`src/rtl/uart_pkg.sv`:
```
// Shared UART constants and FSM state encoding.
// Used by uart_rx and its companion transmitter.
package uart_pkg;

   localparam int DATA_BITS        = 8;
   localparam int CLKS_PER_BIT_DEF = 10417;

   localparam logic [2:0] IDLE  = 3'd0;
   localparam logic [2:0] START = 3'd1;
   localparam logic [2:0] DATA  = 3'd2;
   localparam logic [2:0] STOP  = 3'd3;
   localparam logic [2:0] BREAK = 3'd4;

endpackage

```
`src/rtl/sync_2ff.sv`:
```
// Two-flop synchronizer for a single asynchronous input.
// Reset value is a parameter so idle-high lines start inactive.
module sync_2ff #(
   parameter logic RST_VAL = 1'b0
) (
   input  logic clk,
   input  logic reset,
   input  logic d,
   output logic q
);

   logic meta;

   always_ff @(posedge clk or posedge reset) begin
      if (reset) begin
         meta <= RST_VAL;
         q    <= RST_VAL;
      end else begin
         meta <= d;
         q    <= meta;
      end
   end

endmodule

```
`src/rtl/uart_rx.sv`:
```
// 8N1 UART receiver: mid-bit sampling, done strobe, framing error,
// and a BREAK state that waits out a held-low line.
module uart_rx
   import uart_pkg::*;
#(
   parameter int CLKS_PER_BIT = CLKS_PER_BIT_DEF,
   parameter int CNT_W        = $clog2(CLKS_PER_BIT)
) (
   input  logic       clk,
   input  logic       reset,
   input  logic       rx,
   output logic [7:0] data,
   output logic       done,
   output logic       busy,
   output logic       frame_err
);

   localparam logic [CNT_W-1:0] HALF_M1 =
      CNT_W'(CLKS_PER_BIT / 2 - 1);
   localparam logic [CNT_W-1:0] BIT_M1 =
      CNT_W'(CLKS_PER_BIT - 1);
   localparam logic [2:0] LAST_BIT = 3'(DATA_BITS - 1);

   logic [2:0]           state;
   logic [CNT_W-1:0]     cnt;
   logic [2:0]           idx;
   logic [DATA_BITS-1:0] shreg;
   logic                 rx_s;

   sync_2ff #(
      .RST_VAL (1'b1)
   ) u_sync (
      .clk   (clk),
      .reset (reset),
      .d     (rx),
      .q     (rx_s)
   );

   assign busy = (state != IDLE);

   always_ff @(posedge clk or posedge reset) begin
      if (reset) begin
         state     <= IDLE;
         cnt       <= '0;
         idx       <= '0;
         shreg     <= '0;
         data      <= '0;
         done      <= 1'b0;
         frame_err <= 1'b0;
      end else begin
         done      <= 1'b0;
         frame_err <= 1'b0;
         case (state)
            IDLE: begin
               cnt <= '0;
               if (!rx_s)
                  state <= START;
            end
            START: begin
               if (cnt == HALF_M1) begin
                  cnt   <= '0;
                  idx   <= '0;
                  // high at mid start bit is a glitch
                  state <= rx_s ? IDLE : DATA;
               end else begin
                  cnt <= cnt + 1'b1;
               end
            end
            DATA: begin
               if (cnt == BIT_M1) begin
                  cnt        <= '0;
                  shreg[idx] <= rx_s;
                  if (idx == LAST_BIT)
                     state <= STOP;
                  else
                     idx <= idx + 1'b1;
               end else begin
                  cnt <= cnt + 1'b1;
               end
            end
            STOP: begin
               if (cnt == BIT_M1) begin
                  cnt <= '0;
                  if (rx_s) begin
                     data  <= shreg;
                     done  <= 1'b1;
                     state <= IDLE;
                  end else begin
                     frame_err <= 1'b1;
                     state     <= BREAK;
                  end
               end else begin
                  cnt <= cnt + 1'b1;
               end
            end
            BREAK: begin
               if (rx_s)
                  state <= IDLE;
            end
            default: state <= IDLE;
         endcase
      end
   end

endmodule

```
`config.mk`:
```
export PLATFORM = sky130hd
export DESIGN_NAME = uart_rx
export DESIGN_NICKNAME = d
export VERILOG_FILES = /design/src/rtl/uart_pkg.sv /design/src/rtl/sync_2ff.sv /design/src/rtl/uart_rx.sv
export SDC_FILE = /design/constraint.sdc
export NUM_CORES = 1
export LEC_CHECK = 0
export ABC_AREA = 1
export CAP_MARGIN = 25
export CORE_ASPECT_RATIO = 1.5
export CORE_MARGIN = 2
export CORE_UTILIZATION = 45
export CTS_CLUSTER_SIZE = 10
export DETAILED_ROUTE_END_ITERATION = 10
export REMOVE_ABC_BUFFERS = 1
export SLEW_MARGIN = 10
export SYNTH_ARGS = -nofsm -noshare
export SYNTH_HDL_FRONTEND = slang
export SYNTH_SLANG_ARGS = --single-unit
```
`constraint.sdc`:
```
create_clock -name clk -period 3.42 [get_ports clk]
set_input_delay 0.342 -clock clk [delete_from_list [all_inputs] [get_ports clk]]
set_output_delay 0.342 -clock clk [all_outputs]
set_load 0.02 [all_outputs]
```
==> results of run 1 <==
sequential cells by signal (all words and copies together), names as in the netlist:
register,flops
idx,3
data,8
frame_err,1
u_sync.meta,1
u_sync.q,1
state,3
shreg,8
done,1
cnt,14
per-stage QoR:
step | util (%) | hold WS (ns)
floorplan | - | 0.345
global placement | 50.3 | 0.345
detailed placement | 50.3 | 0.348
CTS | 52.2 | 0.359
global route | 52.2 | 0.362
finish | 52.2 | 0.357
cells in the final DEF, fill, tap and decap left out, drive strengths merged, types with 5 or more instances in the layout:
cell and n:
nand2 83, nor3 7, o21ai 24, inv 47, dfrtp 38, xor2 7, clkbuf 8, nand3 24
ha 5, clkdlybuf4s50 13, nor2 39
worst reg2reg max path, delay by kind of cell (launching register included):
family / cells / cell delay (ns)
simple gates: 3 / 0.79
compound gates: 1 / 0.16
buf+inv: 2 / 0.28
flops: 1 / 0.45
cell families after synthesis:
logic type / count (synthesis) / synth area share, %
DFF: 40 / 46.0
xor gates and xnor gates: 9 / 3.61
buffers and inverters: 50 / 9.18
adders and majority gates: 5 / 2.87
AOI/OAI and AO/OA: 26 / 6.31
and+or+nand+nor: 156 / 32.0
layer usage:
| metal | up-vias | wire length [um] | global-route usage (%) |
|---|---|---|---|
| li1 | 920 | - | - |
| met1 | 787 | 1810 | 19.7 |
| met2 | 26 | 2440 | 34.2 |
| met3 | 13 | 102 | 4.49 |
| met4 | 0 | 157 | 9.68 |
| met5 | - | 0 | 0 |
worst max path at each step:
stage	end	from
after global routing	data[0]$_DFFE_PP0P_	state[2]$_DFFE_PP0P_
after floorplan	data[0]$_DFFE_PP0P_	cnt[0]$_DFFE_PP0P_
after global placement	data[3]$_DFFE_PP0P_	state[2]$_DFFE_PP0P_
after CTS	busy	state[2]$_DFFE_PP0P_
final	busy	state[2]$_DFFE_PP0P_
after detailed placement	data[6]$_DFFE_PP0P_	state[2]$_DFFE_PP0P_
cell type report:
cell class              count  area (um2)  area share (%)
well taps                  66        82.6            3.34
repair buffers             14         138            5.57
flip-flops and latches     40        1000            40.6
multi-input cells         196         977            39.5
inverters                  48         181            7.34
clock buffers               8        90.1            3.64
power groups by stage:
stage	clock network, W	registers, W	logic, W
5_1_grt	0.000354	0.000476	0.0000172
2_1_floorplan	0	0.000485	0.00000876
6_report	0.000317	0.000476	0.0000145
3_5_place_dp	0	0.000485	0.0000154
4_1_cts	0.000329	0.000476	0.0000156
3_3_place_gp	0	0.000485	0.0000154
==> flow_summary.json, run 1 <==
{
  "yosys.area.top_type_share_pct": 43.6,
  "skew_ns": 0.00479,
  "cts_resized": 0,
  "drt-wirelength-per-cell_um": 12.1,
  "synth_top_flop_cell": "dfrtp_1",
  "clockPowerShare_pct": 39.2,
  "slew_viol_final": 0,
  "core_um2": 4730,
  "ys_seq_area_share_pct": 46.0,
  "synth_edf_count": 0,
  "ys_seq_elements": 40,
  "clk-insertion-delay-late_ns": 0.29,
  "p_leak_nw": 1.24,
  "maxSlewHeadroom_pct": 60.1,
  "drv_cap": 0,
  "grt_use_total_pct": 18.9,
  "die_w_um": 60.8,
  "cp_top_family": "buffers and inverters",
  "max_freq_ghz": 0.519,
  "period_minus_slack_ns": 1.93,
  "power_frac_comb_pct": 1.8,
  "die-area_um2": 5430,
  "place_area_um2": 2380,
  "antenna_found_initial": 0,
  "synthTopCellsByCount": "77 x nand2_1, 43 x inv_1, 38 x dfrtp_1",
  "place.gp.congestion": 0.897,
  "drt_iter0_markers": 51,
  "outcome": "complete, no violations",
  "cts_setup_buffers": 0,
  "synth_area_leaders": "dfrtp_1 44%, nand2_1 13%, inv_1 7.4%",
  "worstSetupEndpointType": "primary output",
  "syn-instance-count": 286,
  "final_cell_area_um2": 2470,
  "worstHoldPathCells": 0,
  "drc": 0,
  "cts_tree": "done",
  "cp_slowest_stage_delay_ns": 0.60,
  "grt_max_degree": 41,
  "syn-cell-area_um2": 2180,
  "p_int_w": 0.000643,
  "viasPerCell": 4.69,
  "r2r_slack_ns": 1.61,
  "worst_setup_path_start_kind": "flop",
  "p_total_w": 0.000807,
  "yosysWarnings": 0,
  "crit_fanout": 11,
  "hp-class": "flop to flop",
  "ctsHoldBuffers": 0,
  "cts-htree-levels": 2,
  "io_buffer_count": 13,
  "final_antenna_net_count": 0,
  "swShare_pct": 20.4,
  "vdd_drop_max_uv": 179,
  "cts_root_buf": "clkbuf_8",
  "yosysTopAreaCell": "dfrtp_1",
  "r2r-end": "data[6]$_DFFE_PP0P_",
  "grt_pass1_wl_mm": 7.54,
  "die-height_um": 89.3,
  "power.net_switching_w": 0.000164,
  "grt_pass1_vias": 1720,
  "reg2reg_from": "state[2]$_DFFE_PP0P_",
  "setup_tns_ns": 0,
  "core.rowCount": 31,
  "dp_hpwl_mm": 3.44,
  "critPathBufInv": 2,
  "crit_chain": "inv_2 -> nand2_1 -> clkdlybuf4s50_1",
  "min_from": "u_sync.meta$_DFF_PP1_",
  "worstSetupPathType": "flop to primary output",
  "n_antenna_cell": 0,
  "clk_pin_slew_worst_paths_ns": 0.07,
  "crit_arrival_ns": 1.59,
  "numCtsBuffers": 5,
  "drt_first_pass_iters": 4,
  "async_flop_share_pct": 100,
  "nNetsFinal": 313,
  "period_share_pct": 56.4,
  "yosysUniqueCellTypes": 26,
  "clock_sinks": 40,
  "avgSynthCellArea_um2": 7.63,
  "pwr_density_cell_nw_per_um2": 326,
  "placed_cells": 364,
  "rsz0062_at_grt": "no",
  "r2r_cells": 6,
  "grt_remaining_overflow": 0,
  "holdPathEnd": "u_sync.q$_DFF_PP1_",
  "n_fill_cell": 481,
  "worst-endpoint-required_ns": 3.08,
  "initial_core_util_pct": 46.1,
  "setup_violations": 0,
  "final.setup.worst_slack_ns": 1.49,
  "vias": 1746,
  "io_pins": 14,
  "cp.depth": 3,
  "areaGrowthSynthToFinish_pct": 13.4,
  "finalHoldViolCount": 0,
  "drive_gt1_share_pct": 10.1,
  "post-synth-top-count-cell": "nand2_1",
  "clockBufferDepth": 2,
  "routed_wl_mm": 4.51,
  "cp_slowest_cell": "clkdlybuf4s50_1",
  "layout.cells.non_filler": 372,
  "power_frac_seq_pct": 59.0,
  "dpl_worst_slack_ns": 1.55,
  "worst_slew_pin_slew_ns": 0.597
}
No activity file was read; power rests on OpenSTA's default activity.
==> run 2: changes to the inputs <==
Clock period 3.42 ns to 1.8 ns, I/O delays scaled along.
==> flow_summary.json, run 2 (synthesized netlist as in run 1, its figures left out) <==
{
  "outcome": "complete, no violations",
  "grt_use_total_pct": 19.9,
  "cts-htree-levels": 2,
  "worstSetupEndpointType": "primary output",
  "cts_resized": 0,
  "whs_ns": 0.228,
  "initial_core_util_pct": 46.1,
  "ctsHoldBuffers": 0,
  "cts_tree": "done",
  "dp_hpwl_mm": 3.56,
  "numCtsBuffers": 5,
  "max_freq_ghz": 0.611,
  "grt_max_degree": 41,
  "core_um2": 4730,
  "period_share_pct": 90.9,
  "rsz0062_at_grt": "no",
  "grt_pass1_wl_mm": 7.82,
  "viasPerCell": 4.80,
  "finalHoldViolCount": 0,
  "worst_setup_path_start_kind": "flop",
  "drive_gt1_share_pct": 12.3,
  "clk_pin_slew_worst_paths_ns": 0.08,
  "period_minus_slack_ns": 1.64,
  "die_w_um": 60.8,
  "vias": 1803,
  "skew_ns": 0.00692,
  "final_common_cell": "nand2_1",
  "clockBufferDepth": 2,
  "final_antenna_net_count": 0,
  "grt_remaining_overflow": 0,
  "pwr_density_cell_nw_per_um2": 617,
  "final_cell_mix": "77 x nand2_1, 42 x inv_1, 38 x dfrtp_1",
  "vdd_drop_max_uv": 321,
  "worstSetupPathType": "flop to primary output",
  "place.gp.congestion": 0.906,
  "p_leak_nw": 1.27,
  "routed_wl_mm": 4.63,
  "p_total_w": 0.00156,
  "clk-insertion-delay-late_ns": 0.30,
  "setup_tns_ns": 0,
  "worst-endpoint-required_ns": 1.62,
  "io_buffer_count": 13,
  "largest_register_ffs": 14,
  "nNetsFinal": 317,
  "core.rowCount": 31,
  "drt_iter0_markers": 64,
  "die-height_um": 89.3,
  "maxSlewHeadroom_pct": 76.6,
  "die-area_um2": 5430,
  "fin_util_pct": 53.5,
  "io_pins": 14,
  "drc": 0,
  "grt_pass1_vias": 1691,
  "worst_slew_pin_slew_ns": 0.350,
  "cts_setup_buffers": 0,
  "crit_arrival_ns": 1.46,
  "hp-class": "input port to asynchronous set/reset pin",
  "final_cell_area_um2": 2530,
  "setup_violations": 0,
  "areaGrowthSynthToFinish_pct": 16.0,
  "drt_first_pass_iters": 5,
  "drt-wirelength-per-cell_um": 12.3,
  "antenna_found_initial": 0,
  "n_antenna_cell": 0,
  "drv_cap": 0,
  "slew_viol_final": 0,
  "cts_root_buf": "clkbuf_8",
  "reg.largest.list": "cnt (14), data (8), shreg (8)",
  "crit_fanout": 4,
  "place_area_um2": 2440,
  "top_register": "cnt",
  "clock_sinks": 40
}
-- run 2: final timing paths --
check / startpoint / end / slack [ns] / depth (start not counted)
setup / recovery: state[1]$_DFFE_PP0P_ / busy / 0.16 / 3
hold / removal: reset / data[6]$_DFFE_PP0P_ / 0.23 / 3
setup reg to reg: cnt[0]$_DFFE_PP0P_ / shreg[3]$_DFFE_PP0P_ / 0.18 / 9
hold reg to reg: u_sync.meta$_DFF_PP1_ / u_sync.q$_DFF_PP1_ / 0.36 / 0
max in group asynchronous: reset / u_sync.meta$_DFF_PP1_ / 1.30 / 3
min in group clk: rx / u_sync.meta$_DFF_PP1_ / 0.29 / 1
-- run 2: layer usage --
layer | routed length, um | track usage (%) | vias to the layer above
met5 | 0 | 0 | -
met4 | 178 | 11.5 | 0
met3 | 73 | 2.60 | 13
met2 | 2550 | 36.6 | 25
met1 | 1830 | 21.0 | 838
li1 | - | - | 927
-- run 2: final cells by class --
class | count | area, um2
fill | 494 | 2200
sequential | 40 | 1000
multi-input combinational | 196 | 977
timing repair buffer | 18 | 193
inverter | 48 | 181
clock buffer | 6 | 82.6
tap | 66 | 82.6
clock inverter | 2 | 10.0
-- run 2: critical path, cell delays in order, from the launching register on --
cell and delay, ns:
dfrtp_1 0.42, nor2_1 0.14, nand2_1 0.07, clkdlybuf4s50_1 0.53
-- run 2: power by group --
part | switching [W] | internal, W | leakage (nW)
sequential | 0.00000173 | 0.000902 | 0.537
clock | 0.000319 | 0.000306 | 0.0510
combinational | 0.0000222 | 0.00000909 | 0.681
-- run 2: stage by stage --
stage | std cells | worst slack (ns)
after floorplan | 284 | 0.207
after global placement | 368 | 0.207
after detailed placement | 368 | 0.177
after CTS | 376 | 0.144
after global routing | 376 | 0.00681
final | 376 | 0.164
